--- src/rtl/game_pkg.sv ---
// Shared definitions for the game control slice: state encodings,
// coordinate width and the road-boundary test.
package game_pkg;

  localparam int COORD_W = 10;

  typedef enum logic [1:0] {
    ST_IDLE = 2'd0,
    ST_RUN  = 2'd1,
    ST_HOLD = 2'd2
  } state_t;

  // Both edges are on-road; an inverted road has no on-road position.
  function automatic logic is_off_road(input logic [COORD_W-1:0] x,
                                       input logic [COORD_W-1:0] left,
                                       input logic [COORD_W-1:0] right);
    return (x < left) || (x > right) || (left > right);
  endfunction

endpackage

--- src/rtl/button_debounce.sv ---
// Two-flop synchronizer followed by a stability debouncer; rise pulses for
// one cycle when the debounced level goes 0->1.
module button_debounce #(
  parameter int DEB_CYCLES = 1_000_000
) (
  input  logic clk,
  input  logic rst,
  input  logic btn_in,
  output logic level,
  output logic rise
);

  localparam int CNT_W = (DEB_CYCLES > 1) ? $clog2(DEB_CYCLES) : 1;
  localparam logic [CNT_W-1:0] CNT_LAST = CNT_W'(DEB_CYCLES - 1);

  logic             r_sync1;
  logic             r_sync2;
  logic             r_level;
  logic             r_rise;
  logic [CNT_W-1:0] r_cnt;

  // r_cnt counts consecutive synchronized samples that disagree with r_level.
  always_ff @(posedge clk or negedge rst) begin
    if (!rst) begin
      r_sync1 <= 1'b0;
      r_sync2 <= 1'b0;
      r_level <= 1'b0;
      r_rise  <= 1'b0;
      r_cnt   <= '0;
    end else begin
      r_sync1 <= btn_in;
      r_sync2 <= r_sync1;
      r_rise  <= 1'b0;
      if (r_sync2 == r_level) begin
        r_cnt <= '0;
      end else if (r_cnt == CNT_LAST) begin
        r_cnt   <= '0;
        r_level <= r_sync2;
        r_rise  <= r_sync2;
      end else begin
        r_cnt <= r_cnt + CNT_W'(1);
      end
    end
  end

  assign level = r_level;
  assign rise  = r_rise;

endmodule

--- src/rtl/game_state_ctrl.sv ---
// Game flow controller: IDLE -> RUN on start press, RUN -> HOLD after a run
// of off-road frames, HOLD -> IDLE after a fixed number of frames.
module game_state_ctrl
  import game_pkg::*;
#(
  parameter int GRACE_FRAMES = 3,
  parameter int HOLD_FRAMES  = 120,
  parameter int DEB_CYCLES   = 1_000_000
) (
  input  logic               clk,
  input  logic               rst,
  input  logic               frame_tick,
  input  logic               start_btn,
  input  logic [COORD_W-1:0] player_x,
  input  logic [COORD_W-1:0] road_left,
  input  logic [COORD_W-1:0] road_right,
  output logic               dead,
  output logic               running,
  output logic [1:0]         state,
  output logic [7:0]         crash_count
);

  localparam logic [7:0]  GRACE_MAX = 8'(GRACE_FRAMES);
  localparam logic [11:0] HOLD_MAX  = 12'(HOLD_FRAMES);

  logic   w_btn_level;
  logic   w_btn_rise;
  logic   w_start_press;
  logic   w_off_road;

  state_t r_state;
  logic [7:0]  r_off_cnt;
  logic [11:0] r_hold_cnt;
  logic        r_dead;
  logic        r_running;
  logic [7:0]  r_crash_count;

  state_t      w_state_next;
  logic [7:0]  w_off_next;
  logic [11:0] w_hold_next;
  logic        w_crash;
  logic        w_dead_next;
  logic        w_running_next;
  logic [7:0]  w_crash_count_next;

  button_debounce #(
    .DEB_CYCLES(DEB_CYCLES)
  ) u_start_btn (
    .clk    (clk),
    .rst    (rst),
    .btn_in (start_btn),
    .level  (w_btn_level),
    .rise   (w_btn_rise)
  );

  assign w_start_press = w_btn_rise & w_btn_level;
  assign w_off_road    = is_off_road(player_x, road_left, road_right);

  always_ff @(posedge clk or negedge rst) begin
    if (!rst) begin
      r_state       <= ST_IDLE;
      r_off_cnt     <= '0;
      r_hold_cnt    <= '0;
      r_dead        <= 1'b0;
      r_running     <= 1'b0;
      r_crash_count <= '0;
    end else begin
      r_state       <= w_state_next;
      r_off_cnt     <= w_off_next;
      r_hold_cnt    <= w_hold_next;
      r_dead        <= w_dead_next;
      r_running     <= w_running_next;
      r_crash_count <= w_crash_count_next;
    end
  end

  // In IDLE the press wins over a coincident tick: the tick is never evaluated.
  always_comb begin
    w_state_next = r_state;
    w_off_next   = r_off_cnt;
    w_hold_next  = r_hold_cnt;
    w_crash      = 1'b0;
    case (r_state)
      ST_IDLE: begin
        if (w_start_press) begin
          w_state_next = ST_RUN;
          w_off_next   = '0;
        end
      end
      ST_RUN: begin
        if (frame_tick) begin
          if (w_off_road) begin
            if (r_off_cnt < GRACE_MAX) begin
              w_off_next = r_off_cnt + 8'd1;
            end
            if (w_off_next == GRACE_MAX) begin
              w_state_next = ST_HOLD;
              w_hold_next  = '0;
              w_crash      = 1'b1;
            end
          end else begin
            w_off_next = '0;
          end
        end
      end
      ST_HOLD: begin
        if (frame_tick) begin
          if (r_hold_cnt < HOLD_MAX) begin
            w_hold_next = r_hold_cnt + 12'd1;
          end
          if (w_hold_next == HOLD_MAX) begin
            w_state_next = ST_IDLE;
          end
        end
      end
      default: begin
        w_state_next = ST_IDLE;
      end
    endcase
  end

  // dead is only raised on the RUN->HOLD edge, so it covers the first HOLD cycle only.
  always_comb begin
    w_dead_next        = w_crash;
    w_running_next     = (w_state_next == ST_RUN);
    w_crash_count_next = w_crash ? (r_crash_count + 8'd1) : r_crash_count;
  end

  assign dead        = r_dead;
  assign running     = r_running;
  assign state       = r_state;
  assign crash_count = r_crash_count;

endmodule

--- config.mk ---
export PLATFORM = sky130hd
export DESIGN_NAME = game_state_ctrl
export DESIGN_NICKNAME = d
export VERILOG_FILES = /design/src/rtl/game_pkg.sv /design/src/rtl/button_debounce.sv /design/src/rtl/game_state_ctrl.sv
export SDC_FILE = /design/constraint.sdc
export NUM_CORES = 1
export LEC_CHECK = 0
export CORE_ASPECT_RATIO = 1.25
export CORE_MARGIN = 2
export CORE_UTILIZATION = 50
export DETAILED_ROUTE_END_ITERATION = 12
export HOLD_SLACK_MARGIN = 0.05
export PLACE_DENSITY = 0.74
export RECOVER_POWER = 25
export SETUP_SLACK_MARGIN = 0.1
export SLEW_MARGIN = 20
export SYNTH_ARGS = -nofsm -noshare
export SYNTH_HDL_FRONTEND = slang
export SYNTH_SLANG_ARGS = --single-unit
--- constraint.sdc ---
create_clock -name clk -period 2.1 [get_ports clk]
set_input_delay 0.42 -clock clk [delete_from_list [all_inputs] [get_ports clk]]
set_output_delay 0.42 -clock clk [all_outputs]
set_load 0.01 [all_outputs]
==> impl_metrics.xml <==
<?xml version="1.0" encoding="UTF-8"?>
<metrics>
  <group name="setup_path">
    <metric name="critical_path_class" unit="">in -&gt; reg</metric>
    <metric name="kind_of_start_point_of_the_critical_path" unit="">input port</metric>
    <metric name="crit-reg2reg-launch" unit="">r_off_cnt[0]</metric>
    <metric name="worst-endpoint-required" unit="ns">2.29</metric>
    <metric name="worstPathMaxFanout" unit="">5</metric>
    <metric name="cp_data_arrival_time" unit="ns">2.19</metric>
    <metric name="critical_path.endpoint_type" unit="">flop</metric>
    <metric name="reg2reg_slack" unit="ns">0.14</metric>
    <metric name="worstRegToRegCells" unit="">7</metric>
    <metric name="critical_path.reg2reg.endpoint" unit="">crash_count[1]</metric>
  </group>
  <group name="drt">
    <metric name="total_routed_length" unit="um">8320</metric>
    <metric name="vias_post_dr" unit="">2898</metric>
    <metric name="wire_per_inst" unit="um">15.8</metric>
    <metric name="avgViaCountPerCell" unit="">5.49</metric>
    <metric name="route.antenna.remaining_nets" unit="">0</metric>
    <metric name="dr.pass1.iters" unit="">4</metric>
    <metric name="remaining_drc_errors" unit="">0</metric>
    <metric name="drtIter0Drc" unit="">112</metric>
  </group>
  <group name="sta">
    <metric name="final-hold-violation-count" unit="">0</metric>
    <metric name="post_route_fraction_of_the_period_consumed_by_the_critical_path" unit="%">95.2</metric>
    <metric name="maxSlewHeadroom" unit="%">9.72</metric>
    <metric name="finalSetupViolCount" unit="">0</metric>
    <metric name="max_freq" unit="GHz">0.500</metric>
    <metric name="finalMaxSlewViolations" unit="">0</metric>
    <metric name="post_route_clock_skew" unit="ns">0.00760</metric>
    <metric name="rsz0062_at_grt" unit="">true</metric>
    <metric name="worst_slew_pin_slew" unit="ns">1.35</metric>
    <metric name="timing.final.crit_period" unit="ns">2.00</metric>
  </group>
  <group name="die">
    <metric name="starting_density_of_the_core" unit="%">52.0</metric>
    <metric name="floorplan.rows" unit="">33</metric>
    <metric name="die-height" unit="um">96.7</metric>
    <metric name="dieArea" unit="mm^2">0.00756</metric>
    <metric name="io_count" unit="">46</metric>
    <metric name="die-width" unit="um">78.2</metric>
    <metric name="fp.coreArea" unit="mm^2">0.00661</metric>
  </group>
  <group name="hold_path">
    <metric name="worst_hold_path.num_cells" unit="">0</metric>
    <metric name="min_path_type" unit="">reg -&gt; reg</metric>
    <metric name="worst_hold_startpoint" unit="">u_start_btn.r_sync1</metric>
    <metric name="hold_worst_path_end" unit="">u_start_btn.r_sync2</metric>
  </group>
  <group name="run">
    <metric name="timing.max_cap.violations" unit="">0</metric>
  </group>
  <group name="clock_tree">
    <metric name="cts_max_level" unit="">2</metric>
    <metric name="cts.clk_slew.worst_paths" unit="ns">0.10</metric>
    <metric name="cts_bufs_inserted" unit="">5</metric>
    <metric name="clock_tree_from_tritoncts" unit="">done</metric>
    <metric name="worstSkewPairLatency" unit="ns">0.31</metric>
    <metric name="clock-sinks" unit="">56</metric>
    <metric name="clock_tree.buffer_depth" unit="">2</metric>
    <metric name="cts-root-buf" unit="">clkbuf_8</metric>
  </group>
  <group name="global_routing">
    <metric name="grt.overflow.total" unit="">0</metric>
    <metric name="global_route.peak_usage_layer" unit="">met2</metric>
    <metric name="first_global_vias" unit="">2846</metric>
    <metric name="pin_count_of_the_biggest_net_entering_global_routing" unit="">57</metric>
    <metric name="met2_usage" unit="%">38.2</metric>
    <metric name="met1_usage" unit="%">26.0</metric>
    <metric name="track_usage" unit="%">21.6</metric>
    <metric name="grt_antenna_before_repair" unit="">0</metric>
    <metric name="gr-usage-met3" unit="%">3.82</metric>
    <metric name="grt_pass1_wl" unit="um">13100</metric>
  </group>
  <group name="finish">
    <metric name="area_growth" unit="%">41.7</metric>
    <metric name="layout.nets" unit="">507</metric>
    <metric name="final_layout_size_suffix_gt1_share" unit="%">34.2</metric>
    <metric name="seq_area" unit="mm^2">0.00140</metric>
    <metric name="multiInputGateArea" unit="mm^2">0.00241</metric>
    <metric name="fin_area" unit="mm^2">0.00487</metric>
    <metric name="num_antenna_cells" unit="">0</metric>
    <metric name="number_of_fillers_in_the_final_layout" unit="">452</metric>
  </group>
  <group name="pwr">
    <metric name="power.total" unit="uW">2870</metric>
    <metric name="worst_ir_drop_vdd" unit="mV">0.345</metric>
    <metric name="power-per-cell-area" unit="mW/mm^2">589</metric>
    <metric name="total_leakage_power" unit="uW">0.00210</metric>
  </group>
  <group name="synthesis">
    <metric name="synth_cells" unit="">359</metric>
    <metric name="synth_edf_count" unit="">0</metric>
    <metric name="ys_seq_area_share" unit="%">40.8</metric>
    <metric name="mappedNetlistArea" unit="mm^2">0.00344</metric>
    <metric name="synth-warning-count" unit="">0</metric>
    <metric name="synth.ff_latch_count" unit="">56</metric>
    <metric name="postSynth.topFlopCell" unit="">dfrtp_1</metric>
    <metric name="syn-mean-instance-area" unit="um^2">9.58</metric>
    <metric name="synth.lib_cells_used.distinct" unit="">62</metric>
    <metric name="mappedNetlistNets" unit="">426</metric>
    <metric name="async_flop_share" unit="%">100</metric>
  </group>
  <group name="placed_design">
    <metric name="port_buffers" unit="">45</metric>
    <metric name="placed_cell_area" unit="mm^2">0.00427</metric>
    <metric name="dp.final_hpwl" unit="um">5760</metric>
    <metric name="gpl.final_weighted_congestion" unit="">0.941</metric>
  </group>
  <group name="status">
    <metric name="run_status" unit="">finished, final reports clean</metric>
  </group>
</metrics>
layer usage:
layer	share of wire (%)	wire length, um
met2	51	4260
met5	0	0
met4	2.7	225
met1	42	3490
met3	4.1	338
registers in the layout, indices dropped and copies added (netlist names):
name / flops
u_start_btn.rise: 1
dead: 1
u_start_btn.r_sync2: 1
u_start_btn.level: 1
u_start_btn.r_sync1: 1
r_off_cnt: 8
u_start_btn.r_cnt: 20
r_hold_cnt: 12
running: 1
crash_count: 8
state: 2
logic make-up (layout without fill, tap and decap cells):
family / count (synthesis) / after routing / share of synthesized area, %
compound gates: 61 / 61 / 12.0
flops: 56 / 56 / 40.8
mux: 4 / 4 / 1.35
xor+xnor: 28 / 28 / 7.13
buf+inv: 36 / 118 / 4.33
simple gates: 141 / 141 / 22.4
fa+ha+maj: 33 / 33 / 12.0
worst max-delay path by stage:
stage	start	end	cells past startpoint
after floorplan	road_right[3]	crash_count[1]	9
after global placement	player_x[3]	crash_count[1]	10
after detailed placement	player_x[7]	crash_count[1]	8
after CTS	player_x[6]	crash_count[1]	9
after global routing	r_off_cnt[0]	crash_count[7]	7
final	road_left[3]	crash_count[1]	12
cells in the mapped netlist, drive strengths merged (8+ instances only):
cell type  count  area (um^2)
dfrtp         56         1400
nand3         22          115
nor2          29          109
and3           9         57.6
and2           8         56.3
a21oi         14         70.1
o21ai         18         97.6
inv           29          114
nand2         25         93.8
xor2          13          114
xnor2         15          131
ha            33          413
nor3          14         81.3
area by class of cell:
cell class / instances / share of cell area [%]
repair buffers: 81 / 14.6
well taps: 87 / 2.23
multi-input cells: 267 / 49.4
clock buffers: 6 / 1.49
inverters: 29 / 2.75
flip-flops and latches: 56 / 28.8
clock inverters: 2 / 0.796
cell usage in the layout, fill, tap and decap left out, types with 3 or more instances in the layout:
cell type and n:
buf_8 5, nor2_1 29, a21boi_0 6, a21oi_4 4, xnor2_1 15, dfrtp_1 56
inv_1 15, nand2_1 23, ha_4 24, buf_4 29, inv_2 7, clkbuf_2 7
o211ai_1 3, inv_4 4, xor2_1 13, inv_6 3, and3_1 8, a21oi_1 10
o21ai_0 5, clkbuf_8 5, clkdlybuf4s50_1 14, nor3_1 11, buf_6 15, a211oi_2 3
nor2b_1 4, and2_2 5, ha_1 9, o21ai_1 10, nand3_1 20, nand4_1 6
nor4_4 3, buf_2 7
what timing repair did:
action / in CTS / in global routing
gates cloned: 0 / 0
buffers inserted: 6 / 5
resized for setup: 121 / 87
hold buffers: 0 / 0
endpoints found under the setup margin: 32 / 32
pin swaps: 30 / 32
power by group:
part / leakage (uW) / internal [uW] / switching [uW]
sequential: 0.000768 / 1150 / 105
clock: 0.0000558 / 361 / 350
combinational: 0.00128 / 458 / 439
total: 0.00210 / 1970 / 894
per-stage QoR:
step                setup WS [ns]  util, %  cells  hold slack [ns]  TNS, ns
floorplan                 -0.0414        -    359            0.124  -0.0414
global placement           -0.570     64.7    510            0.340   -16.51
detailed placement         -0.654     64.7    510            0.342   -18.82
CTS                        0.0979     70.7    524           0.0956        0
global route               0.0163     73.7    528            0.376        0
finish                      0.100     73.7    528            0.364        0
worst max-delay path, stage by stage:
cell	delay, ns
buf_2	0.12
buf_6	0.11
ha_4	0.26
nand4_1	0.12
buf_4	0.17
a21oi_4	0.14
o21bai_4	0.09
a31oi_2	0.15
buf_4	0.17
o211ai_4	0.10
clkinv_4	0.06
mux2_4	0.28
(Power assumes the default switching activity.)
